**config.mk**
```make
export PLATFORM = sky130hd
export DESIGN_NAME = mux2_rr_arbiter
export DESIGN_NICKNAME = d
export VERILOG_FILES = /design/src/rtl/mux2_rr_arbiter.sv
export SDC_FILE = /design/constraint.sdc
export NUM_CORES = 1
export LEC_CHECK = 0
export CORE_MARGIN = 10
export CORE_UTILIZATION = 33
export DETAILED_ROUTE_END_ITERATION = 16
export PLACE_DENSITY = 0.81
export SYNTH_ARGS = -nofsm -noshare
export SYNTH_HDL_FRONTEND = slang
export SYNTH_SLANG_ARGS = --single-unit
```
**constraint.sdc**
```tcl
create_clock -name clk -period 1.15 [get_ports clk]
set_input_delay 0.1725 -clock clk [delete_from_list [all_inputs] [get_ports clk]]
set_output_delay 0.1725 -clock clk [all_outputs]
set_load 0.02 [all_outputs]
```
**src/rtl/mux2_rr_arbiter.sv**
```systemverilog
// ============================================================================
//  Module   : mux2_rr_arbiter
//  Brief    : Two-input round-robin arbiter feeding a single registered output
//             slot. Optional per-requester beat counters via MUX2_ARB_STATS_EN.
//  Revision : 1.0 - initial release
// ============================================================================
`default_nettype none

module mux2_rr_arbiter #(
   parameter int WIDTH = 8
) (
   input  logic             clk,
   input  logic             rst_n,
   input  logic             a_valid,
   input  logic [WIDTH-1:0] a_data,
   output logic             a_ready,
   input  logic             b_valid,
   input  logic [WIDTH-1:0] b_data,
   output logic             b_ready,
   output logic             out_valid,
   output logic [WIDTH-1:0] out_data,
   output logic             out_src,
   input  logic             out_ready
`ifdef MUX2_ARB_STATS_EN
   ,
   output logic [7:0]       cnt_a,
   output logic [7:0]       cnt_b
`endif
);

   typedef enum logic [1:0] {
      EMPTY  = 2'd0,
      HOLD_A = 2'd1,
      HOLD_B = 2'd2
   } state_t;

   state_t           state_q, state_d;
   logic [WIDTH-1:0] data_q, data_d;
   logic             src_q, src_d;
   logic             prio_q, prio_d;

   logic             slot_free;
   logic             grant_a;
   logic             grant_b;

   always_comb begin
      slot_free = (state_q == EMPTY) || out_ready;
      grant_a   = a_valid && (!b_valid || (prio_q == 1'b0));
      grant_b   = b_valid && (!a_valid || (prio_q == 1'b1));
      // Readies are masked during reset so nothing looks accepted then.
      a_ready   = rst_n && slot_free && grant_a;
      b_ready   = rst_n && slot_free && grant_b;
   end

   always_comb begin
      state_d = state_q;
      data_d  = data_q;
      src_d   = src_q;
      prio_d  = prio_q;
      if (a_ready) begin
         state_d = HOLD_A;
         data_d  = a_data;
         src_d   = 1'b0;
         prio_d  = 1'b1;
      end else if (b_ready) begin
         state_d = HOLD_B;
         data_d  = b_data;
         src_d   = 1'b1;
         prio_d  = 1'b0;
      end else if ((state_q != EMPTY) && out_ready) begin
         // Drain with no refill: payload and source stay as last presented.
         state_d = EMPTY;
      end
   end

   always_ff @(posedge clk) begin
      if (!rst_n) begin
         state_q <= EMPTY;
         data_q  <= '0;
         src_q   <= 1'b0;
         prio_q  <= 1'b0;
      end else begin
         state_q <= state_d;
         data_q  <= data_d;
         src_q   <= src_d;
         prio_q  <= prio_d;
      end
   end

   assign out_valid = (state_q != EMPTY);
   assign out_data  = data_q;
   assign out_src   = src_q;

`ifdef MUX2_ARB_STATS_EN
   logic [7:0] cnt_a_q, cnt_a_d;
   logic [7:0] cnt_b_q, cnt_b_d;

   always_comb begin
      cnt_a_d = cnt_a_q;
      cnt_b_d = cnt_b_q;
      if (a_ready) cnt_a_d = cnt_a_q + 8'd1;
      if (b_ready) cnt_b_d = cnt_b_q + 8'd1;
   end

   always_ff @(posedge clk) begin
      if (!rst_n) begin
         cnt_a_q <= 8'd0;
         cnt_b_q <= 8'd0;
      end else begin
         cnt_a_q <= cnt_a_d;
         cnt_b_q <= cnt_b_d;
      end
   end

   assign cnt_a = cnt_a_q;
   assign cnt_b = cnt_b_q;
`else
   // Statistics build option disabled: no counter logic present.
`endif

endmodule

`default_nettype wire

```
# Yosys cells after proc, flatten, opt, wreduce, memory -nomap -nowiden
# Index checks and enable logic that the tools add are counted.
[op_classes] n_mux=7 reduce_logical=17 bitwise_logic=2
[ops] cell="2-to-1 mux 8 bit" count=2
[ops] cell="logical AND 1 bit" count=6
[ops] cell="nonzero test 2 bit" count=3
[ops] cell="2-to-1 mux 2 bit" count=2
[ops] cell="logical OR 1 bit" count=3
[ops] cell="2-to-1 mux 1 bit" count=3
[ops] cell="nonzero test 3 bit" count=1
[ops] cell="zero test 1 bit" count=2
[ops] cell="zero test 2 bit" count=1
[ops] cell="inverter 1 bit" count=2
[ops] cell="OR reduction 2 bit" count=1
[word_totals] inputBits=21 wordCells=31 ff_bits=12 out_inout_bits=12

# Logic depth before layout (Yosys ltp)
# Gate-level depths: netlist (run 1).
[logic_depth] ltp_word=6 depth_mapped=4 depth_no_buf=3

# Worst setup path before layout (run 1)
# OpenSTA, ideal clock, no wires.
[synth_timing] kind="reg2reg" from="reg prio_q" to="reg data_q[5], in the netlist out_data[5]" path_stages_with_launch=5 required_time_ns=1.031 setup_slack_ns=0.002 arrival_ns=1.029 path_buffers=1 setup_time_ns=0.119 period_less_slack_ns=1.148 path_cell_list="dfxtp_1 nor2b_1 buf_6 o32a_1 o221a_1"
[synth_between] elab_chain_len=5 elab_cells_between_ends=9 cone_classes="1 x mux; 1 x bitwise; 7 x reduce/logical"
[synth_rtl] item="from (decl)" line="40" source="logic prio_q, prio_d;"
[synth_rtl] item="from (signal assigned)" line="86" source="prio_q <= prio_d;"
[synth_rtl] item="inverter 1 bit" line="48" source="grant_a = a_valid && (!b_valid || (prio_q == 1'b0));"
[synth_rtl] item="logical OR 1 bit" line="48"
[synth_rtl] item="logical AND 1 bit" line="48"
[synth_rtl] item="logical AND 1 bit" line="51" source="a_ready = rst_n && slot_free && grant_a;"
[synth_rtl] item="2-to-1 mux 8 bit or nonzero test 2 bit (tied branches)"
[synth_rtl] item="to (signal assigned)" line="84" source="data_q <= data_d;"
[synth_rtl] item="to (decl)" line="38" source="logic [WIDTH-1:0] data_q, data_d;"
# Several ways; a longest one is shown, not always the timed one.
# A chain may end at the register's enable or synchronous reset.

# Worst setup path in the final report (run 1)
[layout_timing] from="reg prio_q" to="out b_ready"
[layout_between] elab_chain_len=3
[layout_rtl] item="logical OR 1 bit" line="49" source="grant_b = b_valid && (!a_valid || (prio_q == 1'b1));"
[layout_rtl] item="logical AND 1 bit" line="49"
[layout_rtl] item="logical AND 1 bit" line="52" source="b_ready = rst_n && slot_free && grant_b;"
[layout_rtl] item="to (decl)" line="19" source="output logic b_ready,"
# Every way passes these cells.

==> flow_summary.ini, run 1 <==
[power_and_ir_drop]
p_int_mw = 0.8990
clkPwrFrac_pct = 27.1
power_frac_seq_pct = 38.5
power_leakage_nw = 0.4605
vdd_drop_max_v = 0.0006718
combPwrFrac_pct = 34.4
p_sw_share_pct = 28.76
power_density_nw_per_um2 = 1131
switching_power_mw = 0.3630

[drt]
vias = 655
wire_per_inst_um = 16.55
drt_iter0_drc = 17
remaining_drc_errors = 0
routed_via_density = 5.117
ant_nets = 0
dr.pass1.iters = 4
routed_wl_mm = 2.119

[floorplanning]
io_pins = 33
start_util_pct = 34.65
num_rows = 15
die_x_um = 62.35
die_height_um = 62.35
dieArea_sq_um = 3888
core_area_sq_um = 1708

[yosys]
yosys_register_bits = 12
syn-num-nets = 77
synthCells = 56
synth_warnings = 0
synth_area_sq_um = 591.8
synth.largest_area_cell = dfxtp_1
avgSynthCellArea_sq_um = 10.57
synth_flop_cell = dfxtp_1
ys_top_cells_by_count = dfxtp_1, o221a_1, o32a_1
synth_edf_count = 0
synth_cell_types = 24
ys_seq_area_share_pct = 40.59
synth_most_common_cell = dfxtp_1
post-synth-top-area-fraction_pct = 40.59
synthTopCellsByArea = dfxtp_1, o221a_1, o32a_1
async_flop_share_pct = 0

[placement]
place_area_sq_um = 994.7
dp_slack_ns = -0.6900
routabilityCongestion = 0.8005
portBuffers = 32
dp_hpwl_mm = 1.539
dp.cells = 120

[setup_path]
slowest_stage = dfxtp_4
path_cells = or2b_1 -> nand2_1 -> nor2_1 -> buf_4
crit_type = flip-flop to output pin
critPathArrivalTime_ns = 1.16
crit_path_max_fanout = 4
cp_slowest_stage_delay_ns = 0.36
cp_data_required_time_ns = 0.98
end_kind = output pin
critPathLaunchType = flip-flop

[layout]
final_cells = 128
final_layout_size_suffix_gt1_share_pct = 35.92
final_core_util_pct = 65.35
num_antenna_cells = 0
syn_to_final_growth_pct = 88.58
final_area_sq_um = 1116
nets = 125

[sta]
min_period_over_period_pct = 115.7
slew_headroom_pct = 85.21
finalClockSkew_ns = 0.006588
final-max-slew-violation-count = 0
fin_ws_ns = -0.1810
min_period_ns = 1.331
grt_setup_unrepaired = true
finalSetupViolations = 11
fmax_mhz = 751.3
hold_viol = 0
tightest_slew_ns = 0.2213

[global_routing]
grt-ovfl-total = 0
grt_pass1_vias = 691
grt_pass1_wl_mm = 3.401
antenna_found_initial = 0
grt_util_all_layers_pct = 10.61
grt_max_degree = 13

[run]
cap_violations = 0

[clock_network]
htree_levels = 1
cts_tree = built
clk_latency_ns = 0.28
cts_root_buffer = clkbuf_4
clk_path_buf_depth = 2
clock_sinks = 12
clk_pin_slew_ns = 0.07
numCtsBuffers = 3

[run_status]
status = finished with violations
violations = setup timing

[hold_path]
hold_path.class = input pin to flip-flop
## cell type report
type / instances / area [sq um]
fillers: 142 / 591.8
repair buffers: 47 / 441.7
multi-input cells: 39 / 356.6
flip-flops and latches: 12 / 246.5
clock buffers: 4 / 36.28
well taps: 25 / 31.28
inverters: 1 / 3.754
## power groups by stage
stage	Clock (mW)	Combinational, mW	Sequential [mW]
4_1_cts	0.346	0.427	0.485
2_1_floorplan	0	0.152	0.531
6_report	0.342	0.434	0.486
3_5_place_dp	0	0.404	0.490
5_1_grt	0.372	0.459	0.493
3_3_place_gp	0	0.396	0.488
## metrics by stage
step,setup TNS [ns],hold WS (ns),total power [mW]
2_1_floorplan,0,0.3007,0.6823
3_3_place_gp,-6.646,0.4440,0.8836
3_5_place_dp,-7.357,0.4689,0.8941
4_1_cts,-0.5022,0.4348,1.258
5_1_grt,-1.198,0.4536,1.325
6_report,-0.6729,0.4424,1.262
## state kept, by name (all words and copies together), names as in the netlist
signal,cells
out_data,8
state_q,2
prio_q,1
out_src,1
## routing by layer
layer	up-vias	wire length, um	track usage (%)
met5	-	0	0
met4	0	51	4.469
met3	6	92	3.047
met2	16	1203	20.26
met1	315	772	10.26
li1	318	-	-
## repair_timing
action | CTS | global route
endpoints found under the hold margin | 0 | 0
pin swaps | 17 | 4
cloned | 1 | 0
setup endpoints to repair | 21 | 22
resized for setup | 45 | 14
hold buffers | 0 | 0
buffers inserted | 3 | 2
## logic make-up (layout without fill, tap and decap cells)
kind of cell	Yosys count	after routing	synth area share [%]
flops	12	12	40.59
compound gates	23	23	38.06
buf+inv	5	52	5.917
simple gates	16	16	15.44
## critical path: cells and delay by family, from the launching register on
family	cells	cell delay [ns]
and+or+nand+nor	3	0.37
DFF	1	0.36
buffers and inverters	1	0.15
## path summary, 6_finish.rpt
check / end / from / slack, ns / cells after the start
min reg2reg: out_src / out_src / 0.48 / 2
max: b_ready / prio_q / -0.18 / 4
min: out_src / a_valid / 0.44 / 3
max reg2reg: out_data[5] / prio_q / -0.08 / 4
## cells in the final DEF, fill, tap and decap left out, drive strengths merged
| master | synthesis | layout |
|---|---|---|
| buf | 3 | 18 |
| clkdlybuf4s50 | 0 | 17 |
| dfxtp | 12 | 12 |
| o32a | 8 | 8 |
| o221a | 8 | 8 |
| clkdlybuf4s15 | 0 | 7 |
| clkbuf | 1 | 6 |
| nor2 | 4 | 4 |
| dlygate4sd2 | 0 | 3 |
| nand2 | 3 | 3 |
| nor2b | 3 | 3 |
| and2 | 2 | 2 |
| a21bo | 1 | 1 |
| o21bai | 1 | 1 |
| or2b | 1 | 1 |
| or2 | 1 | 1 |
| o21ba | 1 | 1 |
| inv | 1 | 1 |
| nand2b | 1 | 1 |
| a31oi | 1 | 1 |
| o21ai | 1 | 1 |
| o22ai | 1 | 1 |
| nand3 | 1 | 1 |
| o211a | 1 | 1 |
Power figures use the tool's default switching activity.
==> inputs of run 2 (changes only) <==
--- a/config.mk
+++ b/config.mk
@@ -7,2 +7,3 @@
 export LEC_CHECK = 0
+export CORE_ASPECT_RATIO = 0.75
 export CORE_MARGIN = 10
--- a/constraint.sdc
+++ b/constraint.sdc
@@ -3,2 +3,2 @@
 set_output_delay 0.1725 -clock clk [all_outputs]
-set_load 0.02 [all_outputs]
+set_load 0.05 [all_outputs]
==> run 2 against run 1 <==
The run still ends with setup timing left. Count of clock-buffer cells in the layout did not move. Critical endpoint unchanged. Final cell count fell by 2.3%. Critical path depth did not move. Register-to-register slack got worse by 0.02 ns. Clock skew fell by 0.0063 ns. Cell area rose by 11%. First-iteration DRC count rose by 12%. Via count fell by 1.5%. Worst setup slack got worse by 0.025 ns. Core utilization rose by 6.2 points. Largest cell class unchanged.
==> flow_summary.ini, run 2 (synthesized netlist as in run 1, its figures left out) <==
[run_status]
status = finished with violations
violations = setup timing

[placement]
dp.cells = 113
dp_slack_ns = -0.4387
routabilityCongestion = 0.7333
dp_hpwl_mm = 1.650
portBuffers = 32

[drt]
routed_wl_mm = 2.236
wire_per_inst_um = 17.89
vias = 645
dr.pass1.iters = 4
drt_iter0_drc = 19
ant_nets = 0
remaining_drc_errors = 0
routed_via_density = 5.160

[floorplanning]
num_rows = 13
dieArea_sq_um = 3905
io_pins = 33
die_height_um = 56.68
die_x_um = 68.90
start_util_pct = 34.33
core_area_sq_um = 1724

[power_and_ir_drop]
power_density_nw_per_um2 = 1206
vdd_drop_max_v = 0.0008776
power_leakage_nw = 0.4978

[setup_path]
critPathLaunchType = flip-flop
cp_data_required_time_ns = 0.98
crit_type = flip-flop to output pin
r2r_setup_slack_ns = -0.10
critPathArrivalTime_ns = 1.18
crit_path_max_fanout = 4
end_kind = output pin

[sta]
min_period_ns = 1.356
min_period_over_period_pct = 117.9
grt_setup_unrepaired = true
hold_viol = 0
tightest_slew_ns = 0.2972
fin_ws_ns = -0.2062
slew_headroom_pct = 80.10
finalClockSkew_ns = 0.0002618
fmax_mhz = 737.3
finalSetupViolations = 6
final-max-slew-violation-count = 0

[hold_path]
hold_path.class = input pin to flip-flop

[layout]
final_layout_size_suffix_gt1_share_pct = 44.66
final_common_cell = clkdlybuf4s50_1
ff_latch_area_sq_um = 249.0
nets = 125
filler_cell_count = 126
mostFrequentLayoutCells = clkdlybuf4s50_1, buf_4, buf_12
multi_input_area_sq_um = 365.4
syn_to_final_growth_pct = 108.5
num_antenna_cells = 0
final_cells = 125
largest_reg_flops = 8

[clock_network]
clk_latency_ns = 0.29
clk_pin_slew_ns = 0.08
cts_root_buffer = clkbuf_4
hold_buffers = 0
clk_path_buf_depth = 2
numCtsBuffers = 3
clock_sinks = 12
cts_tree = built
htree_levels = 1

[global_routing]
grt_util_all_layers_pct = 11.83
antenna_found_initial = 0
grt_max_degree = 13
grt-ovfl-total = 0
grt_pass1_wl_mm = 3.491
grt_pass1_vias = 711

[run]
cap_violations = 0
## run 2: changes by cell type in the layout (fill, tap and decap cells not counted), moves of 2 or more
cell,change
clkbuf_2,-2
buf_6,-6
clkdlybuf4s15_1,-7
nor2_4,+2
nor2_1,-2
buf_12,+11
buf_4,+3
## run 2: per-layer routing
layer | up-vias | wire length [um] | GRT usage (%)
met2 | 13 | 1276 | 20.83
met4 | 0 | 55 | 5.618
li1 | 317 | - | -
met1 | 310 | 831 | 12.31
met3 | 5 | 73 | 3.168
met5 | - | 0 | 0
## run 2: critical path, cell delays in order, from the launching register on
cell	delay (ns)
dfxtp_2	0.35
or2b_1	0.26
nand2_2	0.10
nor2_4	0.05
buf_12	0.14
## run 2: area by class of cell
class	count	area share, %
timing repair buffer	47	44.73
multi-input combinational	39	29.61
sequential	12	20.18
clock buffer	4	2.941
tap	22	2.231
inverter	1	0.3043
## run 2: path summary, 6_finish.rpt
kind | from | endpoint | cells after the start
max | prio_q | b_ready | 4
min | out_ready | state_q[1] | 4
max reg2reg | state_q[0] | prio_q | 6
min reg2reg | out_src | out_src | 2
## run 2: repair_timing
item,CTS,global route
gates resized for setup,17,6
hold endpoints to repair,0,0
setup endpoints to repair,13,7
setup buffers,5,5
pin swaps,5,6
## run 2: power breakdown
part	internal [mW]	leakage [nW]	switching [mW]
clock network	0.193	0.0210	0.158
logic	0.342	0.375	0.286
registers	0.458	0.101	0.0502
total	0.994	0.498	0.494
## run 2: per-stage QoR
| stage | hold WS [ns] | cell area (sq um) | power, mW | util [%] | TNS, ns |
|---|---|---|---|---|---|
| 3_5_place_dp | 0.4930 | 1074 | 1.075 | 62.26 | -5.259 |
| 5_1_grt | 0.5162 | 1234 | 1.543 | 71.55 | -0.9776 |
| 2_1_floorplan | 0.3007 | 596.8 | 0.7793 | - | -0.1623 |
| 6_report | 0.4673 | 1234 | 1.488 | 71.55 | -0.6500 |
| 4_1_cts | 0.4164 | 1192 | 1.466 | 69.16 | -0.5042 |
| 3_3_place_gp | 0.4863 | 1074 | 1.063 | 62.26 | -4.882 |
==> inputs of run 3 (changes only) <==
- CORE_MARGIN: 10 -> default
==> run 3 against run 2 <==
The flow still finishes with violations (setup timing). Worst setup slack barely moved. Highest routed layer unchanged. First-iteration DRC count fell by 37%. Critical path type unchanged. Worst hold slack got worse by 0.040 ns. Largest cell class unchanged. Combinational power barely moved. Largest power group unchanged. Count of clock-buffer cells in the layout did not move. Sequential power barely moved. Critical endpoint is now a_ready.
==> flow_summary.ini, run 3 (synthesized netlist as in run 1, its figures left out) <==
[clock_network]
clk_latency_ns = 0.29
numCtsBuffers = 3
cts_root_buffer = clkbuf_4
htree_levels = 1
clk_path_buf_depth = 2
cts_tree = built
hold_buffers = 0
clock_sinks = 12
clk_pin_slew_ns = 0.08

[placement]
portBuffers = 32
routabilityCongestion = 0.8188
place_area_sq_um = 1087
dp_slack_ns = -0.4603
dp_hpwl_mm = 1.335

[setup_path]
critPathArrivalTime_ns = 1.18
critPathLaunchType = flip-flop
end_kind = output pin
crit_type = flip-flop to output pin
cp_data_required_time_ns = 0.98
crit_path_max_fanout = 4

[floorplanning]
die_height_um = 38.68
core_area_sq_um = 1577
io_pins = 33
num_rows = 12
die_x_um = 50.90
dieArea_sq_um = 1969
start_util_pct = 37.54

[sta]
final-max-slew-violation-count = 0
fin_ws_ns = -0.2065
min_period_over_period_pct = 118.0
finalClockSkew_ns = 0.003712
min_period_ns = 1.356
slew_headroom_pct = 77.01
grt_setup_unrepaired = true
finalSetupViolations = 9
fmax_mhz = 737.2
hold_viol = 0
tightest_slew_ns = 0.3433
setup-tns-final_ns = -1.124

[layout]
num_antenna_cells = 0
filler_cell_count = 93
mostFrequentLayoutCells = clkdlybuf4s50_1, buf_4, buf_12
final_common_cell = clkdlybuf4s50_1
final_layout_size_suffix_gt1_share_pct = 45.71
syn_to_final_growth_pct = 109.7
final_core_util_pct = 78.73
nets = 127
largest_reg_flops = 8
final_area_sq_um = 1241

[global_routing]
antenna_found_initial = 0
grt-ovfl-total = 0
grt_pass1_wl_mm = 2.856
grt_max_degree = 13
grt_util_all_layers_pct = 21.15
grt_pass1_vias = 652

[drt]
drt_iter0_drc = 12
remaining_drc_errors = 0
routed_wl_mm = 1.963
vias = 683
wire_per_inst_um = 15.58
ant_nets = 0
routed_via_density = 5.421
dr.pass1.iters = 4

[run_status]
violations = setup timing
status = finished with violations

[power_and_ir_drop]
power_mw = 1.491
power_leakage_nw = 0.5052
vdd_drop_max_v = 0.001244
power_density_nw_per_um2 = 1202

[run]
cap_violations = 0

[hold_path]
hold_path.class = input pin to flip-flop
==> run 3: cell count changes in the layout (fill, tap and decap cells not counted) <==
cell / before / now
buf_4: 13 / 16
buf_6: 2 / 1
dfxtp_2: 1 / 2
dfxtp_4: 2 / 1
==> run 3: where the power goes <==
part	total [mW]	leakage, nW	internal, mW	switching (mW)
Clock	0.350	0.0210	0.193	0.157
Sequential	0.510	0.101	0.459	0.0506
Combinational	0.631	0.383	0.346	0.286
Total	1.49	0.505	0.998	0.493
==> run 3: timing repair <==
action                                 CTS  global route
setup buffers                            5             3
resized for setup                       19             3
endpoints found under the hold margin    0             0
setup endpoints to repair               13             9
pin swaps                                5             3
==> run 3: cell type report <==
type	count	area [sq um]	area share (%)
timing repair buffer	49	563.0	45.36
multi-input combinational	39	365.4	29.44
sequential	12	246.5	19.86
clock buffer	4	36.28	2.923
tap	21	26.28	2.117
inverter	1	3.754	0.3024
==> run 3: routing by layer <==
metal  vias to the layer above  global-route usage [%]  wire (um)
met5                         -                       0          0
met4                         0                   9.028         74
li1                        324                       -          -
met2                        25                   39.80        945
met1                       327                   21.16        833
met3                         7                   8.235        109
==> run 3: path summary, 6_finish.rpt <==
check / from / to / slack [ns] / cells after the start
min: out_ready / state_q[1] / 0.43 / 4
min reg2reg: out_src / out_src / 0.51 / 2
max: state_q[0] / a_ready / -0.21 / 4
max reg2reg: prio_q / out_src / -0.14 / 7
==> run 3: critical path, stage by stage, from the launching register on <==
cell and delay (ns):
dfxtp_4 0.36, o21bai_4 0.16, nand2_4 0.09, nor2_4 0.13, buf_12 0.14
==> run 3: metrics by stage <==
| stage | cells | hold WS (ns) |
|---|---|---|
| 2_1_floorplan | 56 | 0.3007 |
| 6_report | 126 | 0.4269 |
| 5_1_grt | 126 | 0.4865 |
| 4_1_cts | 123 | 0.4115 |
| 3_5_place_dp | 114 | 0.4999 |
| 3_3_place_gp | 114 | 0.4840 |
